===== src/rtl/popcount_scheduler_pkg.sv =====
// Shared widths, FSM state encoding and requester id type for the popcount scheduler.
package popcount_pkg;

  localparam int DATA_W = 8;
  localparam int CNT_W  = 4;

  typedef enum logic [1:0] {
    IDLE = 2'd0,
    LOAD = 2'd1,
    WAIT = 2'd2,
    RESP = 2'd3
  } sched_state_t;

  typedef logic req_id_t;

endpackage


===== src/rtl/popcount_scheduler_rr_arb.sv =====
// Two-way round-robin grant: a lone valid wins, a tie goes to the requester not served last.
module popcount_rr_arb
  import popcount_pkg::*;
(
  input  logic       valid0,
  input  logic       valid1,
  input  logic       last_grant,
  input  logic       enable,
  output logic [1:0] grant
);

  req_id_t last_id;

  assign last_id = last_grant;

  always_comb begin
    grant = 2'b00;
    if (enable) begin
      if (valid0 && valid1) begin
        grant = (last_id == 1'b1) ? 2'b01 : 2'b10;
      end else begin
        grant = {valid1, valid0};
      end
    end
  end

endmodule


===== src/rtl/popcount_scheduler.sv =====
// Time-shares one popcount unit between two valid/ready requesters and returns tagged counts.
// Optional self-check of unit_q with sticky err output: define POPCOUNT_SCHEDULER_CHECK_EN.
module popcount_scheduler
  import popcount_pkg::*;
#(
  parameter int DATA_W   = popcount_pkg::DATA_W,
  parameter int CNT_W    = popcount_pkg::CNT_W,
  parameter int UNIT_LAT = 1
) (
  input  logic              clk,
  input  logic              rst_n,
  input  logic              req0_valid,
  input  logic [DATA_W-1:0] req0_data,
  output logic              req0_ready,
  input  logic              req1_valid,
  input  logic [DATA_W-1:0] req1_data,
  output logic              req1_ready,
  output logic [DATA_W-1:0] unit_a,
  output logic              unit_load,
  input  logic [CNT_W-1:0]  unit_q,
  output logic              resp_valid,
  output logic              resp_id,
  output logic [CNT_W-1:0]  resp_count,
  input  logic              resp_ready,
  output logic              busy
`ifdef POPCOUNT_SCHEDULER_CHECK_EN
  ,
  output logic              err
`endif
);

  localparam logic [3:0] LAT_INIT = 4'(UNIT_LAT);

  sched_state_t state, next_state;
  req_id_t      cur_id;
  req_id_t      last_grant;
  logic [3:0]   wait_cnt;
  logic [1:0]   grant;
  logic         accept;
  logic         cnt_done;

  popcount_rr_arb u_arb (
    .valid0     (req0_valid),
    .valid1     (req1_valid),
    .last_grant (last_grant),
    .enable     (state == IDLE),
    .grant      (grant)
  );

  assign req0_ready = grant[0];
  assign req1_ready = grant[1];
  assign accept     = |grant;
  assign cnt_done   = (wait_cnt == 4'd1);
  assign busy       = (state != IDLE);

  always_ff @(posedge clk or negedge rst_n) begin
    if (!rst_n) begin
      state <= IDLE;
    end else begin
      state <= next_state;
    end
  end

  always_comb begin
    next_state = state;
    unique case (state)
      IDLE: if (accept)     next_state = LOAD;
      LOAD:                 next_state = WAIT;
      WAIT: if (cnt_done)   next_state = RESP;
      RESP: if (resp_ready) next_state = IDLE;
    endcase
  end

  // Operand, strobe and response registers; unit_a deliberately keeps its value when idle.
  always_ff @(posedge clk or negedge rst_n) begin
    if (!rst_n) begin
      unit_a     <= '0;
      unit_load  <= 1'b0;
      resp_valid <= 1'b0;
      resp_id    <= 1'b0;
      resp_count <= '0;
      wait_cnt   <= 4'd0;
      cur_id     <= 1'b0;
      last_grant <= 1'b1;
    end else begin
      unit_load <= 1'b0;
      unique case (state)
        IDLE: begin
          if (accept) begin
            unit_a    <= grant[1] ? req1_data : req0_data;
            cur_id    <= grant[1];
            unit_load <= 1'b1;
          end
        end
        LOAD: begin
          wait_cnt <= LAT_INIT;
        end
        WAIT: begin
          wait_cnt <= wait_cnt - 4'd1;
          if (cnt_done) begin
            resp_count <= unit_q;
            resp_id    <= cur_id;
            resp_valid <= 1'b1;
          end
        end
        RESP: begin
          if (resp_ready) begin
            resp_valid <= 1'b0;
            last_grant <= resp_id;
          end
        end
      endcase
    end
  end

`ifdef POPCOUNT_SCHEDULER_CHECK_EN
  logic [CNT_W-1:0] local_cnt;

  always_comb begin
    local_cnt = '0;
    for (int i = 0; i < DATA_W; i++) begin
      local_cnt = local_cnt + CNT_W'(unit_a[i]);
    end
  end

  // Sticky until reset so a single bad result from the unit is never missed.
  always_ff @(posedge clk or negedge rst_n) begin
    if (!rst_n) begin
      err <= 1'b0;
    end else if (state == WAIT && cnt_done && local_cnt != unit_q) begin
      err <= 1'b1;
    end
  end
`endif

endmodule


===== config.mk =====
export PLATFORM = sky130hd
export DESIGN_NAME = popcount_scheduler
export DESIGN_NICKNAME = d
export VERILOG_FILES = /design/src/rtl/popcount_scheduler_pkg.sv /design/src/rtl/popcount_scheduler_rr_arb.sv /design/src/rtl/popcount_scheduler.sv
export SDC_FILE = /design/constraint.sdc
export NUM_CORES = 1
export LEC_CHECK = 0
export CAP_MARGIN = 30
export CORE_MARGIN = 3
export CORE_UTILIZATION = 40
export CTS_BUF_LIST = sky130_fd_sc_hd__clkbuf_4
export DETAILED_ROUTE_END_ITERATION = 8
export GPL_ROUTABILITY_DRIVEN = 0
export HOLD_SLACK_MARGIN = 0.08
export MAX_ROUTING_LAYER = met4
export PLACE_DENSITY = 0.73
export SLEW_MARGIN = 10
export SYNTH_ARGS = -nofsm -noshare
export SYNTH_HDL_FRONTEND = slang
export SYNTH_SLANG_ARGS = --single-unit

===== constraint.sdc =====
create_clock -name clk -period 1.9 [get_ports clk]
set_input_delay 0.285 -clock clk [delete_from_list [all_inputs] [get_ports clk]]
set_output_delay 0.285 -clock clk [all_outputs]
set_load 0.01 [all_outputs]

==> results of run 1 <==
==> critical path: stages, from the launching register on <==
cell and delay [ns]:
dfrtp_1 0.40, inv_1 0.09, ha_1 0.16, or3b_4 0.39
a221oi_2 0.28, mux2_1 0.35
==> area by class of cell <==
class                      count  area [um^2]
sequential                    23          577
timing repair buffer          49          469
inverter                      10         37.5
fill                         241          955
multi-input combinational     72          529
clock buffer                   4         30.0
tap                           30         37.5
==> per-layer routing <==
layer | global-route usage (%) | up-vias | wire length (um)
met5 | - | - | 0
met4 | 6.33 | 0 | 16
met3 | 5.40 | 2 | 221
met2 | 27.5 | 38 | 1150
met1 | 17.8 | 452 | 1100
li1 | - | 487 | -
==> sequential cells by signal, summed over array words and instances (netlist names) <==
signal and cells:
resp_id 1, last_grant 1, resp_valid 1, wait_cnt 4
unit_a 8, state 2, unit_load 1, resp_count 4
cur_id 1
==> metrics by stage <==
stage          setup slack [ns]  cells  hold slack (ns)  total power [mW]  instance area, um^2
4_1_cts                   0.136    188            0.319              2.53                 1680
2_1_floorplan             0.257    113          -0.0106              1.64                 1170
3_3_place_gp             0.0828    182            0.468              2.18                 1630
6_report                  0.147    188            0.309              2.50                 1680
3_5_place_dp             0.0599    182            0.479              2.23                 1630
5_1_grt                  0.0444    188            0.323              2.73                 1680
==> cells by family (layout without fill, tap and decap cells) <==
| logic type | Yosys count | after routing | share of synthesized area [%] |
|---|---|---|---|
| DFF | 23 | 23 | 49.3 |
| muxes | 7 | 7 | 6.73 |
| buffers and inverters | 18 | 63 | 6.62 |
| AOI/OAI and AO/OA | 28 | 28 | 15.3 |
| and+or+nand+nor | 32 | 32 | 16.8 |
| adders and majority gates | 5 | 5 | 5.34 |
==> cell usage after synthesis, drive strengths merged <==
library cell / instances
a21oi: 3
a221oi: 1
a31oi: 8
and2: 1
and2b: 1
and4bb: 1
buf: 6
clkbuf: 2
dfrtp: 22
dfstp: 1
ha: 5
inv: 10
mux2: 7
nand2: 3
nand3: 3
nand3b: 2
nor2: 11
o21a: 2
o21ai: 10
o221ai: 1
o22ai: 1
o2bb2ai: 1
o32a: 1
or3: 1
or3b: 9
==> where the power goes <==
group	internal, mW	switching (mW)
clock	0.0960	0.137
sequential	0.728	0.129
combinational	0.778	0.629
total	1.60	0.895
==> timing repair <==
item / 4_1_cts / 5_1_grt
setup endpoints to repair: 3 / 0
gates resized for setup: 5 / 0
buffers inserted: 2 / 0
==> path summary, 6_finish.rpt <==
kind | depth (start not counted) | endpoint | start | slack [ns]
min | 2 | wait_cnt[3] | rst_n | 0.31
max | 5 | state[1] | wait_cnt[1] | 0.15
max in group asynchronous | 2 | last_grant | rst_n | 1.29
max reg2reg | 5 | state[1] | wait_cnt[1] | 0.15
min in group clk | 1 | resp_count[2] | resp_count[2] | 0.50
min reg2reg | 1 | resp_count[2] | resp_count[2] | 0.50
==> summary.md, run 1 <==
| Metric | Value |
|---|---|
| Die Wd | 60.1 um |
| Most common cell after layout, fill and taps aside | clkdlybuf4s50_1 |
| DRC viols | 0 |
| DR iter-0 viols | 29 |
| Layout Nets | between 150 and 200 |
| Run status | finished clean |
| IO buf count | between 40 and 50 |
| Max Clock Freq | ~570 MHz |
| Mapped Cells | about 110 |
| Starting density of the core | around 44% |
| Yosys warning total | 0 |
| Fin. Hold Viols | 0 |
| Critical Path End Type | flip-flop |
| Measured slew at the worst slew-check pin | 0.531 ns |
| Commonest non-fill, non-tap cells in the layout | clkdlybuf4s50_1, dfrtp_1, nor2_1 |
| First-pass GRT wire length | 4.27 mm |
| Crit path DAT | 1.96 ns |
| Setup CP Type | flip-flop to flip-flop |
| Hpwl dp | between 1.5 and 2 mm |
| Std-Cell Rows | 18 |
| Slew headroom | 64.6% |
| P_leak | slightly above 0.7 nW |
| TritonCTS Buffers | 3 |
| CTS root buf | clkbuf_4 |
| Worst min-delay path class | primary input to async pin |
| Largest net degree at the start of global routing | 24 |
| Post-route ant nets | 0 |
| Vias in the first global route | 1,031 |
| CP required | around 2.1 ns |
| Setup violators final | 0 |
| Share of layout cells above drive strength 1 | about a tenth |
| CTS tree | done |
| H-tree depth reported by CTS | 1 |
| Fin crit period | about 1.8 ns |
| VDD IR max | 1020 uV |
| Number of hold buffers added after cts | 0 |
| Via count | ~980 |
| Die area | 0.00361 mm^2 |
| Startpoint types | flip-flop |
| Synthesized Nets | around 140 |
| Grt ovf | 0 |
| Setup TNS | 0 ns |
| DRT Wirelength | between 2 and 2.5 mm |
| Die H | between 60 and 70 um |
| Vias/cell | approximately 5.2 |
| Maxcap violations | 0 |
| Avg Cell Area, Syn | between 10 and 15 um^2 |
| FF+latch count, synth | 23 |
| CTS Buffer Depth | 2 |
| Final period util | 92.3% |
| Yosys cell types | 28 |
| Pwr dens | 1490 mW/mm^2 |
| Total GRT Usage | roughly 16% |
| Register area share after synthesis | between 40% and 50% |
| Clock Skew | approximately 0.015 ns |
| Ranking of synthesized cells by area | dfrtp_1, or3b_1, mux2_1 |
| Slew Viols, Final | 0 |
| Drt pass-1 iters | 4 |
| Yosys top cell by area | dfrtp_1 |
| Clock Latency Late Sink | 0.31 ns |
| ANT cells | 0 |
| Area grow syn2layout | 43.5% |
| Avg WL per Cell | ~13 um |
| Boundary Pins | between 40 and 50 |
| CTS clk-pin slew, worst paths | roughly 0.13 ns |
| Max Fanout on Critical Path | 3 |
| RSZ-0062 raised after global routing | no |
| Yosys top cell area share | 47.0% |
| Initial antenna violation count | 0 |
| Cell Area, Synth | 0.00117 mm^2 |
| Final core occ | between 60% and 70% |
| Core ar. | between 0.002 and 0.003 mm^2 |
| Clock sink count | 23 |
(Power assumes the default switching activity.)
==> inputs of run 2 (changes only) <==
--- a/config.mk
+++ b/config.mk
@@ -14,7 +14,6 @@
 export HOLD_SLACK_MARGIN = 0.08
 export MAX_ROUTING_LAYER = met4
 export PLACE_DENSITY = 0.73
-export SLEW_MARGIN = 10
 export SYNTH_ARGS = -nofsm -noshare
 export SYNTH_HDL_FRONTEND = slang
 export SYNTH_SLANG_ARGS = --single-unit
==> results of run 2 <==
Final layout, timing and power as in run 1 (identical DEF).
==> inputs of run 3 (changes only) <==
--- a/config.mk
+++ b/config.mk
@@ -5,12 +5,14 @@
 export SDC_FILE = /design/constraint.sdc
 export NUM_CORES = 1
 export LEC_CHECK = 0
+export ABC_CLOCK_PERIOD_IN_PS = 2000
 export CAP_MARGIN = 30
 export CORE_MARGIN = 3
 export CORE_UTILIZATION = 40
 export CTS_BUF_LIST = sky130_fd_sc_hd__clkbuf_4
 export DETAILED_ROUTE_END_ITERATION = 8
 export GPL_ROUTABILITY_DRIVEN = 0
+export GPL_TIMING_DRIVEN = 0
 export HOLD_SLACK_MARGIN = 0.08
 export MAX_ROUTING_LAYER = met4
 export PLACE_DENSITY = 0.73
==> constraint.sdc (replaced) <==
create_clock -name clk -period 2 [get_ports clk]
set_input_delay 0.3 -clock clk [delete_from_list [all_inputs] [get_ports clk]]
set_output_delay 0.3 -clock clk [all_outputs]
set_load 0.01 [all_outputs]
==> run 3 against run 2 <==
Against the previous run:
- first-iteration DRC count rose by 24%
- worst hold slack worse by 0.035 ns
- total power down 6.6%
- critical path type is now flip-flop to primary output
- die area stayed put
- highest routed layer unchanged
==> summary.md, run 3 (synthesized netlist as in run 1, its figures left out) <==
| Metric | Value |
|---|---|
| Run status | finished clean |
| TritonCTS Buffers | 3 |
| Crit path DAT | roughly 1.6 ns |
| Core ar. | ~0.0026 mm^2 |
| Setup TNS | 0 ns |
| Setup violators final | 0 |
| Slew Viols, Final | 0 |
| Via count | just under 1,000 |
| Most common cell after layout, fill and taps aside | clkdlybuf4s50_1 |
| Non-filler cells, final | roughly 190 |
| R2R Setup Slk | between 0.2 and 0.25 ns |
| Maxcap violations | 0 |
| Fin crit period | between 1.5 and 2 ns |
| Std-Cell Rows | 18 |
| DRT Wirelength | roughly 2.5 mm |
| Most frequent CP cell | inv_1 |
| Slowest cell on the critical path | clkdlybuf4s50_1 |
| CTS Buffer Depth | 2 |
| Avg WL per Cell | 13.1 um |
| Critical Path Start | state[0] |
| RSZ-0062 raised after global routing | no |
| Number of hold buffers added after cts | 0 |
| Biggest regs | unit_a (8), resp_count (4), wait_cnt (4) |
| DRC viols | 0 |
| Switching Power | between 800 and 900 uW |
| Combinational cell fraction of total power | 55.5% |
| Share of layout cells above drive strength 1 | around 11% |
| Measured slew at the worst slew-check pin | approximately 0.44 ns |
| CTS root buf | clkbuf_4 |
| Clock Latency Late Sink | between 0.3 and 0.4 ns |
| Post-route ant nets | 0 |
| Reg power frac | a little over a third |
| Grt ovf | 0 |
| Total GRT Usage | between 15 and 20% |
| CTS clk-pin slew, worst paths | 0.13 ns |
| Slew headroom | 70.8% |
| Die H | around 60 um |
| Starting density of the core | approximately 44% |
| Total Power | roughly 2.3 mW |
| Hold_ws | between 0.2 and 0.3 ns |
| Drt pass-1 iters | 4 |
| First-pass GRT wire length | a little over 4 mm |
| Hpwl dp | between 2 and 2.5 mm |
| Die area | approximately 0.0036 mm^2 |
| Vias/cell | 5.19 |
| Vias in the first global route | about 1,000 |
| Largest net degree at the start of global routing | 19 |
| Reg-to-reg startpoint | wait_cnt[1] |
| Setup ws final | 0.116 ns |
| Critical Path End Type | primary output |
| Reg2reg end | state[1] |
| Final period util | between 90% and 100% |
| IO buf count | 42 |
| Startpoint types | flip-flop |
| Boundary Pins | 43 |
| Pint | 1.47 mW |
| P_leak | just over 0.7 nW |
| Max Fanout on Critical Path | 6 |
| Die Wd | around 60 um |
| CTS tree | done |
| Initial antenna violation count | 0 |
| Crit path to | busy |
| DR iter-0 viols | 36 |
| ANT cells | 0 |
| CP peak stage delay | roughly 0.52 ns |
| Commonest non-fill, non-tap cells in the layout | clkdlybuf4s50_1, dfrtp_1, nor2_1 |
| Clk network pwr share | under 10% |
| Pwr dens | between 1000 and 1500 mW/mm^2 |
| Max reg flops | 8 |
| Post-CTS setup buffers | 0 |
| Sw Share | a little under two fifths |
| Fin. Hold Viols | 0 |
| Layout Nets | approximately 190 |
| CP cell instances | inv_1, ha_4, inv_1, clkdlybuf4s50_1 |
| H-tree depth reported by CTS | 1 |
| VDD IR max | 737 uV |
| Clock sink count | 23 |
| CP required | around 1.7 ns |
| Area grow syn2layout | 43.5% |
| Top reg by flops | unit_a |
| Worst min-delay path class | primary input to async pin |
| Cell depth of the worst flop-to-flop path | 5 |
| Post-CTS resize count | 7 |
| Setup CP Type | flip-flop to primary output |
| Pre-CTS setup slack | -0.304 ns |
| Placed insts | approximately 190 |
| Max Clock Freq | about 530 MHz |
| Clock Skew | about 0.011 ns |
[run 3: worst min-delay path by stage]
stage                             start       endpoint  slack (ns)
after global routing              rst_n     resp_valid        0.29
after floorplan                   rst_n         cur_id       0.004
final                             rst_n     resp_valid        0.27
after CTS                         rst_n     resp_valid        0.28
after detailed placement  resp_count[2]  resp_count[2]        0.47
after global placement    resp_count[2]  resp_count[2]        0.47
[run 3: power by group through the flow]
stage	clock network [mW]	logic, mW	registers, mW
after floorplan	0	0.677	0.881
after global placement	0	1.26	0.819
after detailed placement	0	1.30	0.826
after CTS	0.228	1.33	0.821
after global routing	0.241	1.45	0.853
final	0.218	1.29	0.820
[run 3: stage by stage]
step | cell area [um^2] | utilization, %
2_1_floorplan | 1170 | -
3_3_place_gp | 1630 | 61.8
3_5_place_dp | 1640 | 62.4
4_1_cts | 1690 | 64.0
5_1_grt | 1680 | 63.8
6_report | 1680 | 63.8
[run 3: final cells by class]
cell class / instances / area (um^2)
Buffer: 5 / 27.5
Clock buffer: 3 / 22.5
Clock inverter: 1 / 7.51
Fill cell: 232 / 955
Inverter: 10 / 37.5
Multi-Input combinational cell: 72 / 538
Sequential cell: 23 / 577
Tap cell: 30 / 37.5
Timing Repair Buffer: 43 / 433
[run 3: worst max-delay path, delay by kind of cell (launching register included)]
kind	cells	cell delay [ns]
buf+inv	3	0.67
flops	1	0.40
fa+ha+maj	1	0.20
[run 3: per-layer routing]
metal  track usage [%]  share of wire [%]
met5                 -                  0
met4              6.65                1.1
met1              18.3                 43
met2              26.7                 47
met3              4.10                8.4
